<file path="config.mk">
export PLATFORM = sky130hd
export DESIGN_NAME = ysyx_25030093_lsu_flat
export DESIGN_NICKNAME = d
export VERILOG_FILES = /design/src/rtl/ysyx_25030093_lsu_pkg.sv /design/src/rtl/ysyx_25030093_lsu_if.sv /design/src/rtl/ysyx_25030093_lsu_align.sv /design/src/rtl/ysyx_25030093_lsu.sv /design/src/flat_wrapper.sv
export SDC_FILE = /design/constraint.sdc
export NUM_CORES = 1
export LEC_CHECK = 0
export BUFFER_PORTS_ARGS = -buffer_cell sky130_fd_sc_hd__buf_2
export CORE_ASPECT_RATIO = 0.9
export CORE_MARGIN = 2
export CORE_UTILIZATION = 40
export DETAILED_ROUTE_END_ITERATION = 10
export GPL_TIMING_DRIVEN = 0
export PLACE_DENSITY = 0.64
export SLEW_MARGIN = 0
export SYNTH_ARGS = -nofsm -noshare
export SYNTH_HDL_FRONTEND = slang
export SYNTH_SLANG_ARGS = --single-unit
</file>
<file path="constraint.sdc">
create_clock -name clock -period 4.3 [get_ports clock]
set_input_delay 0 -clock clock [delete_from_list [all_inputs] [get_ports clock]]
set_output_delay 0 -clock clock [all_outputs]
set_load 0.01 [all_outputs]
</file>
<file path="src/rtl/ysyx_25030093_lsu_pkg.sv">
// rtl/ysyx_25030093_lsu_pkg.sv - LSU operation, state and byte-mask encodings
package ysyx_25030093_pkg;

    typedef enum logic [3:0] {
        LSU_NONE = 4'd0,
        LSU_LB   = 4'd1,
        LSU_LH   = 4'd2,
        LSU_LW   = 4'd3,
        LSU_LBU  = 4'd4,
        LSU_LHU  = 4'd5,
        LSU_SB   = 4'd6,
        LSU_SH   = 4'd7,
        LSU_SW   = 4'd8
    } lsu_op_e;

    typedef enum logic [1:0] {
        ST_IDLE = 2'd0,
        ST_REQ  = 2'd1,
        ST_WAIT = 2'd2,
        ST_DONE = 2'd3
    } lsu_state_e;

    localparam logic [3:0] MASK_NONE = 4'b0000;
    localparam logic [3:0] MASK_B    = 4'b0001;
    localparam logic [3:0] MASK_H    = 4'b0011;
    localparam logic [3:0] MASK_W    = 4'b1111;

    function automatic logic is_load(input logic [3:0] op);
        return (op == LSU_LB) || (op == LSU_LH) || (op == LSU_LW) ||
               (op == LSU_LBU) || (op == LSU_LHU);
    endfunction

    function automatic logic is_store(input logic [3:0] op);
        return (op == LSU_SB) || (op == LSU_SH) || (op == LSU_SW);
    endfunction

    function automatic logic is_misaligned(input logic [3:0] op, input logic [1:0] lo);
        case (op)
            LSU_LH, LSU_LHU, LSU_SH: return lo[0];
            LSU_LW, LSU_SW:          return |lo;
            default:                 return 1'b0;
        endcase
    endfunction

endpackage

</file>
<file path="src/rtl/ysyx_25030093_lsu_if.sv">
// rtl/ysyx_25030093_lsu_if.sv - LSU memory request/response bus
interface ysyx_25030093_lsu_if;
    logic        mem_req_valid;
    logic        mem_req_ready;
    logic        mem_wen;
    logic [31:0] mem_addr;
    logic [31:0] mem_wdata;
    logic [3:0]  mem_wmask;
    logic        mem_resp_valid;
    logic [31:0] mem_rdata;

    modport master (
        output mem_req_valid, mem_wen, mem_addr, mem_wdata, mem_wmask,
        input  mem_req_ready, mem_resp_valid, mem_rdata
    );

    modport slave (
        input  mem_req_valid, mem_wen, mem_addr, mem_wdata, mem_wmask,
        output mem_req_ready, mem_resp_valid, mem_rdata
    );
endinterface

</file>
<file path="src/rtl/ysyx_25030093_lsu_align.sv">
// rtl/ysyx_25030093_lsu_align.sv - byte-lane mask, store replication and load extension
module ysyx_25030093_lsu_align
    import ysyx_25030093_pkg::*;
(
    input  logic [3:0]  op,
    input  logic [1:0]  addr_lo,
    input  logic [31:0] st_data,
    input  logic [31:0] rdata,
    output logic [3:0]  wmask,
    output logic [31:0] wdata,
    output logic [31:0] load_data
);
    logic [1:0]  off;
    logic [31:0] lane;

    always_comb begin
        off       = 2'b00;
        wmask     = MASK_NONE;
        wdata     = 32'd0;
        load_data = 32'd0;
        // Half and word offsets drop the low address bits, truncating misaligned accesses.
        case (op)
            LSU_LB, LSU_LBU, LSU_SB: off = addr_lo;
            LSU_LH, LSU_LHU, LSU_SH: off = {addr_lo[1], 1'b0};
            default:                 off = 2'b00;
        endcase
        lane = rdata >> {off, 3'b000};
        case (op)
            LSU_LB:  load_data = {{24{lane[7]}}, lane[7:0]};
            LSU_LBU: load_data = {24'd0, lane[7:0]};
            LSU_LH:  load_data = {{16{lane[15]}}, lane[15:0]};
            LSU_LHU: load_data = {16'd0, lane[15:0]};
            LSU_LW:  load_data = rdata;
            LSU_SB: begin
                wmask = MASK_B << off;
                wdata = {4{st_data[7:0]}};
            end
            LSU_SH: begin
                wmask = MASK_H << off;
                wdata = {2{st_data[15:0]}};
            end
            LSU_SW: begin
                wmask = MASK_W;
                wdata = st_data;
            end
            default: ;
        endcase
    end
endmodule

</file>
<file path="src/rtl/ysyx_25030093_lsu.sv">
// rtl/ysyx_25030093_lsu.sv - LSU FSM; misaligned trap under YSYX_25030093_LSU_MISALIGN_CHK_EN
module ysyx_25030093_lsu
    import ysyx_25030093_pkg::*;
(
    input  logic                       clock,
    input  logic                       reset,
    input  logic                       in_valid,
    output logic                       in_ready,
    input  logic [3:0]                 lsu_op,
    input  logic [31:0]                ex_data,
    input  logic [31:0]                st_data,
    output logic                       out_valid,
    input  logic                       out_ready,
    output logic [31:0]                wb_data,
    output logic                       out_err,
    ysyx_25030093_lsu_if.master        mem
);
    lsu_state_e  state, state_nxt;
    logic [3:0]  op_q;
    logic [31:0] addr_q, st_q, wb_q;
    logic [3:0]  wmask;
    logic [31:0] wdata, load_data;
    logic        accept, bad_in;

    assign accept = in_valid && (state == ST_IDLE);

`ifdef YSYX_25030093_LSU_MISALIGN_CHK_EN
    logic err_q;
    assign bad_in  = is_misaligned(lsu_op, ex_data[1:0]);
    assign out_err = err_q;

    always_ff @(posedge clock) begin
        if (!reset) begin
            err_q <= 1'b0;
        end else if (accept) begin
            err_q <= bad_in;
        end
    end
`else
    assign bad_in  = 1'b0;
    assign out_err = 1'b0;
`endif

    ysyx_25030093_lsu_align u_align (
        .op        (op_q),
        .addr_lo   (addr_q[1:0]),
        .st_data   (st_q),
        .rdata     (mem.mem_rdata),
        .wmask     (wmask),
        .wdata     (wdata),
        .load_data (load_data)
    );

    always_ff @(posedge clock) begin
        if (!reset) begin
            state  <= ST_IDLE;
            op_q   <= 4'd0;
            addr_q <= 32'd0;
            st_q   <= 32'd0;
            wb_q   <= 32'd0;
        end else begin
            state <= state_nxt;
            if (accept) begin
                op_q   <= lsu_op;
                addr_q <= ex_data;
                st_q   <= st_data;
                // Stores and trapped accesses write back 0; NONE and unused opcodes pass ex_data.
                wb_q   <= (is_load(lsu_op) || is_store(lsu_op) || bad_in) ? 32'd0 : ex_data;
            end else if (state == ST_WAIT && mem.mem_resp_valid && is_load(op_q)) begin
                wb_q <= load_data;
            end
        end
    end

    always_comb begin
        state_nxt = state;
        case (state)
            ST_IDLE: if (in_valid)
                         state_nxt = ((is_load(lsu_op) || is_store(lsu_op)) && !bad_in)
                                     ? ST_REQ : ST_DONE;
            ST_REQ:  if (mem.mem_req_ready)  state_nxt = ST_WAIT;
            ST_WAIT: if (mem.mem_resp_valid) state_nxt = ST_DONE;
            ST_DONE: if (out_ready)          state_nxt = ST_IDLE;
            default: state_nxt = ST_IDLE;
        endcase
    end

    assign in_ready          = (state == ST_IDLE);
    assign out_valid         = (state == ST_DONE);
    assign wb_data           = wb_q;
    assign mem.mem_req_valid = (state == ST_REQ);
    assign mem.mem_wen       = is_store(op_q);
    assign mem.mem_addr      = {addr_q[31:2], 2'b00};
    assign mem.mem_wmask     = wmask;
    assign mem.mem_wdata     = wdata;
endmodule
</file>
<file path="src/flat_wrapper.sv">
// flat-port wrapper written by rule: the top's interface ports become plain ports
module ysyx_25030093_lsu_flat import ysyx_25030093_pkg::*;
  (clock, reset, in_valid, in_ready, lsu_op, ex_data, st_data, out_valid, out_ready, wb_data, out_err, mem_mem_req_valid, mem_mem_wen, mem_mem_addr, mem_mem_wdata, mem_mem_wmask, mem_mem_req_ready, mem_mem_resp_valid, mem_mem_rdata);
  ysyx_25030093_lsu_if mem_i ();
  input  logic clock;
  input  logic reset;
  input  logic in_valid;
  output logic in_ready;
  input  logic [3:0] lsu_op;
  input  logic [31:0] ex_data;
  input  logic [31:0] st_data;
  output logic out_valid;
  input  logic out_ready;
  output logic [31:0] wb_data;
  output logic out_err;
  output wire logic [$bits(mem_i.mem_req_valid)-1:0] mem_mem_req_valid;
  output wire logic [$bits(mem_i.mem_wen)-1:0] mem_mem_wen;
  output wire logic [$bits(mem_i.mem_addr)-1:0] mem_mem_addr;
  output wire logic [$bits(mem_i.mem_wdata)-1:0] mem_mem_wdata;
  output wire logic [$bits(mem_i.mem_wmask)-1:0] mem_mem_wmask;
  input wire logic [$bits(mem_i.mem_req_ready)-1:0] mem_mem_req_ready;
  input wire logic [$bits(mem_i.mem_resp_valid)-1:0] mem_mem_resp_valid;
  input wire logic [$bits(mem_i.mem_rdata)-1:0] mem_mem_rdata;
  assign mem_mem_req_valid = mem_i.mem_req_valid;
  assign mem_mem_wen = mem_i.mem_wen;
  assign mem_mem_addr = mem_i.mem_addr;
  assign mem_mem_wdata = mem_i.mem_wdata;
  assign mem_mem_wmask = mem_i.mem_wmask;
  assign mem_i.mem_req_ready = mem_mem_req_ready;
  assign mem_i.mem_resp_valid = mem_mem_resp_valid;
  assign mem_i.mem_rdata = mem_mem_rdata;
  ysyx_25030093_lsu u_core (.clock(clock), .reset(reset), .in_valid(in_valid), .in_ready(in_ready), .lsu_op(lsu_op), .ex_data(ex_data), .st_data(st_data), .out_valid(out_valid), .out_ready(out_ready), .wb_data(wb_data), .out_err(out_err), .mem(mem_i));
endmodule
</file>
Yosys cells after proc, flatten, opt, wreduce, memory -nomap -nowiden
Index checks and enable logic that the tools add are counted.
- equality and inequality tests: 23
- shift operators: 3
- muxes and demuxes: 13
- reduce and logical (&&, ||, !) cells: 21
- operator list (kind ; count):
    one-hot mux 32 bit (5 select lines) ; 1
    2-to-1 mux 32 bit ; 3
    one-hot mux 32 bit (3 select lines) ; 1
    equality test 4 x 3 -> 1 bit, second input constant ; 8
    right shift 32 x 5 -> 16 bit ; 1
    equality test 4 x 2 -> 1 bit, second input constant ; 4
    logical OR 1 bit ; 13
    one-hot mux 4 bit (3 select lines) ; 1
    2-to-1 mux 2 bit ; 5
    equality test 4 x 1 -> 1 bit, second input constant ; 2
    equality test 4 bit, second input constant ; 2
    one-hot mux 2 bit (4 select lines) ; 1
    OR reduction 3 bit ; 2
    equality test 2 bit, second input constant ; 2
    != test 2 x 1 -> 1 bit, second input constant ; 2
    != test 2 bit, second input constant ; 2
    one-hot mux 2 bit (2 select lines) ; 1
    AND reduction 4 bit ; 1
    left shift 1 x 2 -> 4 bit, first input constant ; 1
    left shift 2 x 2 -> 4 bit, first input constant ; 1
    logical AND 1 bit ; 3
    equality test 2 x 1 -> 1 bit, second input constant ; 1
    zero test 2 bit ; 1
    nonzero test 2 bit ; 1
- flip-flop bits (word level): 102
- input port bits: 106
- output and inout bits: 105
- word-level logic and storage cells: 65

Depth between registers and ports, before layout
- word-level depth: 9
- depth in mapped cells: 9
- mapped depth without buffers: 7

By module
From an unflattened synthesis, not the netlist that was laid out.
- cell total of the unflattened synthesis: 715
- area total of the unflattened synthesis: 5746.8 um^2
- by module, submodules not included (module ; instances ; cells an instance ; area each (um^2) ; seq. area each (um^2)):
    ysyx_25030093_lsu ; 1 ; 528 ; 4521.8 ; 2042.0
    ysyx_25030093_lsu_align ; 1 ; 187 ; 1224.9 ; 0.0

Worst setup path before layout
Ideal clock, no wire load.
- path type: flip-flop to flip-flop
- from: reg u_core.state[0]
- to: reg u_core.wb_q[10], in the netlist u_core.wb_data[10]
- setup time: 0.134 ns
- arrival time: 1.811 ns
- required time: 4.166 ns
- setup slack: 2.355 ns
- cell stages (with the launch flop): 10
- buffers on the path: 3
- clock period less this slack: 1.945 ns
- cell sequence: dfxtp_1 -> inv_1 -> ha_1 -> clkbuf_1 -> and2_1 -> and2_1 -> buf_2 -> buf_2 -> a222oi_1 -> a31oi_1
- elaborated cells on any way between the ends: 7
- those cells by class: 1 x eq/ne; 1 x mux; 5 x reduce/logical
- RTL lines (element ; line ; source):
    start: declaration ; ysyx_25030093_lsu.sv:18 ; lsu_state_e state, state_nxt;
    start signal: assignment ; ysyx_25030093_lsu.sv:62 ; state <= state_nxt;
    zero test 2 bit (*) ; -- ;
    net in_ready ; flat_wrapper.sv:8 ; output logic in_ready;
    logical AND 1 bit (*) ; ysyx_25030093_lsu.sv:25 ; assign accept = in_valid && (state == ST_IDLE);
    2-to-1 mux 32 bit or nonzero test 2 bit (tied branches) ; -- ;
    end signal: assignment ; ysyx_25030093_lsu.sv:68 ; wb_q <= (is_load(lsu_op) || is_store(lsu_op) || bad_in) ? 32'd0 : ex_data;
    end signal: assignment ; ysyx_25030093_lsu.sv:70 ; wb_q <= load_data;
    end: declaration ; ysyx_25030093_lsu.sv:20 ; logic [31:0] addr_q, st_q, wb_q;
The timed path passes the listed nets; every way through them passes the cells marked *.
A chain may end at the register's enable or synchronous reset.

Worst setup path in the final report
- from: reg u_core.state[0]
- to: reg u_core.wb_q[3], in the netlist u_core.wb_data[3]
- cells in the longest elaborated chain, start to end: 4
- elaborated cells on any way between the ends: 7
- those cells by class: 1 x eq/ne; 1 x mux; 5 x reduce/logical
- RTL lines (element ; line ; source):
    equality test 2 bit ; ysyx_25030093_lsu.sv:69 ; end else if (state == ST_WAIT && mem.mem_resp_valid && is_load(op_q)) begin
    logical AND 1 bit (2 in a row) ; ysyx_25030093_lsu.sv:69 ;
    nonzero test 2 bit (no line) ; -- ;
Parallel ways exist; a longest one is shown, timed or not.

==> results.cfg <==
[outcome]
status = finished, final reports clean

[pwr]
vdd_drop_max_mv = 0.293
powerDensity_mw_per_mm2 = 465
combPwrFrac = 0.439
p_sw_mw = 1.52
pwr-share-seq = 0.348
cellLeakagePower_nw = 3.60
switching_share = 0.403
power.internal_mw = 2.25
clkPwrFrac = 0.213

[worst_setup_path]
arrival_ns = 2.81
crit_path_frequent_cell = clkbuf_1
cp-end-kind = flop
path_max_fanout = 10
cp-start-kind = flop
ff2ff_path_depth = 8
r2r_slack_ns = 1.75
required_ns = 4.56
worstSetupPathType = reg2reg
slowest_delay_ns = 0.52
cp-endpoint = u_core.wb_data[3]
worst_r2r_startpoint = u_core.state[0]
rr_endpoint = u_core.wb_data[3]
critPathSlowestCell = clkbuf_1
crit_path_cell_trace = inv_1 > ha_1 > clkbuf_1 > and2_1 > clkbuf_1 > clkbuf_1 > o31ai_1 > a211oi_1
crit_start = u_core.state[0]

[sta]
slew_violations = 0
worst_pin_slew_ns = 0.997
layout_min_cycle_time_ns = 2.55
fin_crit_sh = 0.593
relSlewSlack = 0.330
worst_slack_ns = 1.75
finalClockSkew_ns = 0.00800
fmax_mhz = 392
setup-violations-final = 0
holdWs_ns = 0.0178
setup_tns_ns = 0
rsz0062_at_grt = no
final_hold_viol_count = 0

[cts]
clock_sinks = 102
h-tree-depth = 3
cts_buffer_depth = 2
cts-root-buf = clkbuf_16
cts_buffers = 9
cts_tree = built
clk_latency_ns = 0.36
postCtsResizedCells = 0
path_clk_slew_ns = 0.07
post_cts_buffers = 0

[detailed_routing]
drc_errors = 0
vias_per_cell = 5.36
firstDrtPassIters = 5
drt_first_iter_violations = 560
drt-wirelength-per-cell_um = 17.9
via_count = 6382
drt_wl_total_mm = 21.3
ant_nets = 0

[synth]
synth_cell_types = 57
synth-edff-count = 0
ys_ff_latch = 102
synth_ff_type = dfxtp_1
syn_area_mm2 = 0.00586
yosys_warnings = 0
yosysSeqAreaShare = 0.348
synth-async-reset-ratio = 0
postSynthCellCount = 704
synth.avg_cell_area_um2 = 8.33

[grt]
antenna_found_initial = 0
track_usage = 0.268
grt_start_max_net_pins = 18
overflow = 0
grt_pass1_vias = 6137
grt_first_pass_wirelength_mm = 33.2

[final_layout]
drive_above_1_share = 0.313
nNetsFinal = 1103
n_antenna_cell = 0
final_cell_mix = 219 x buf_2, 164 x nand2_1, 102 x dfxtp_1
syn2layout_area_growth_pct = 38.6
final_cells = 1191
layout_commonest_cell = buf_2

[place]
gp_congestion = 0.938
dp_slack_ns = 1.79
dp.cells = 1105
dp_hpwl_mm = 15.7
portBuffers = 206

[die]
die_w_um = 132
die-area_mm2 = 0.0156
core_mm2 = 0.0142
rows = 41
die_h_um = 119
io_pins = 211
initial_utilization = 0.414

[hold_path]
holdCritPathClass = in2reg

[run]
maxCapViolations = 0
-- routing by layer --
layer / vias to the layer above / routed length [um] / track usage
met5: - / 0 / 0
met4: 0 / 497 / 0.0761
met3: 41 / 1710 / 0.0694
met2: 278 / 9550 / 0.424
met1: 2961 / 9520 / 0.362
li1: 3102 / - / -
-- registers in the layout, indices dropped and copies added (netlist names) --
register,flops
u_core.st_q,32
u_core.wb_data,32
u_core.op_q,4
u_core.state,2
u_core.addr_q,32
-- how the worst min path moves through the flow --
stage,slack (ns),depth (start not counted),end,start
floorplan,0.14,2,u_core.addr_q[0],ex_data[0]
global placement,0.25,3,u_core.st_q[10],st_data[10]
detailed placement,0.26,3,u_core.st_q[12],st_data[12]
CTS,0.003,3,u_core.wb_data[10],mem_mem_rdata[10]
global route,0.03,3,u_core.wb_data[8],mem_mem_rdata[8]
finish,0.02,3,u_core.wb_data[8],mem_mem_rdata[8]
-- power groups by stage --
stage                     clock, mW  sequential, mW  combinational, mW
after floorplan                   0            1.33               1.03
after CTS                     0.816            1.31               1.65
final                         0.805            1.31               1.66
after global placement            0            1.33               1.58
after global routing          0.853            1.34               1.82
after detailed placement          0            1.33               1.59
-- logic make-up after synthesis --
| kind of cell | count (synthesis) | synth area share |
|---|---|---|
| simple gates | 216 | 0.163 |
| other cells | 1 | 0.000640 |
| buf+inv | 100 | 0.0918 |
| mux | 28 | 0.0506 |
| compound gates | 250 | 0.332 |
| flops | 102 | 0.348 |
| xor+xnor | 3 | 0.00448 |
| fa+ha+maj | 4 | 0.00854 |
-- what timing repair did --
item / in CTS / in global routing
endpoints found under the setup margin: 0 / 0
hold buffers: 70 / 0
hold endpoints to repair: 82 / 0
-- cells in the mapped netlist (2+ instances only) --
library cell | n | share of area
a21o_1 | 14 | 0.018
mux2_2 | 13 | 0.025
dfxtp_1 | 102 | 0.35
clkbuf_1 | 41 | 0.026
ha_1 | 4 | 0.0085
or2_2 | 6 | 0.0064
a211o_1 | 5 | 0.0075
a31oi_1 | 14 | 0.015
nor3_1 | 3 | 0.0026
a222oi_1 | 7 | 0.012
and3b_1 | 2 | 0.0030
a21boi_0 | 68 | 0.087
nor2b_1 | 4 | 0.0043
xor2_1 | 2 | 0.0030
nor2_1 | 11 | 0.0070
a211oi_1 | 8 | 0.010
a22oi_1 | 19 | 0.024
mux2i_1 | 15 | 0.026
o311ai_0 | 14 | 0.021
a211oi_2 | 10 | 0.021
o31ai_1 | 19 | 0.024
a21oi_1 | 20 | 0.017
nand2_1 | 164 | 0.10
buf_4 | 36 | 0.046
inv_1 | 8 | 0.0051
a221oi_1 | 9 | 0.013
nand3_1 | 2 | 0.0017
or3_1 | 2 | 0.0021
o21ai_0 | 12 | 0.010
and2_1 | 10 | 0.011
o22ai_1 | 6 | 0.0064
a22o_1 | 16 | 0.024
a31oi_4 | 2 | 0.0073
buf_2 | 13 | 0.011
-- per-stage QoR --
step	util	power [mW]	instance area [um^2]
2_1_floorplan	-	2.36	5870
3_3_place_gp	0.505	2.91	7140
3_5_place_dp	0.505	2.92	7140
4_1_cts	0.574	3.77	8130
5_1_grt	0.574	4.00	8130
6_report	0.574	3.78	8130
-- area by class of cell --
type                    instances  area, um^2
plain buffers                  92         508
inverters                       8        30.0
clock buffers                  10         239
well taps                     193         241
clock inverters                 6        43.8
flip-flops and latches        102        2040
repair buffers                276        1730
multi-input cells             504        3290
fillers                      1383        6030
-- worst max-delay path, delay by kind of cell, from the launching register on --
kind / cells / cell delay, ns
buffers and inverters: 4 / 1.31
adder cells (fa/ha/maj): 1 / 0.16
AO/OA/AOI/OAI: 2 / 0.37
AND/OR/NAND/NOR: 1 / 0.26
flip-flops: 1 / 0.34
Note: power is estimated with default switching activity, not from simulation.
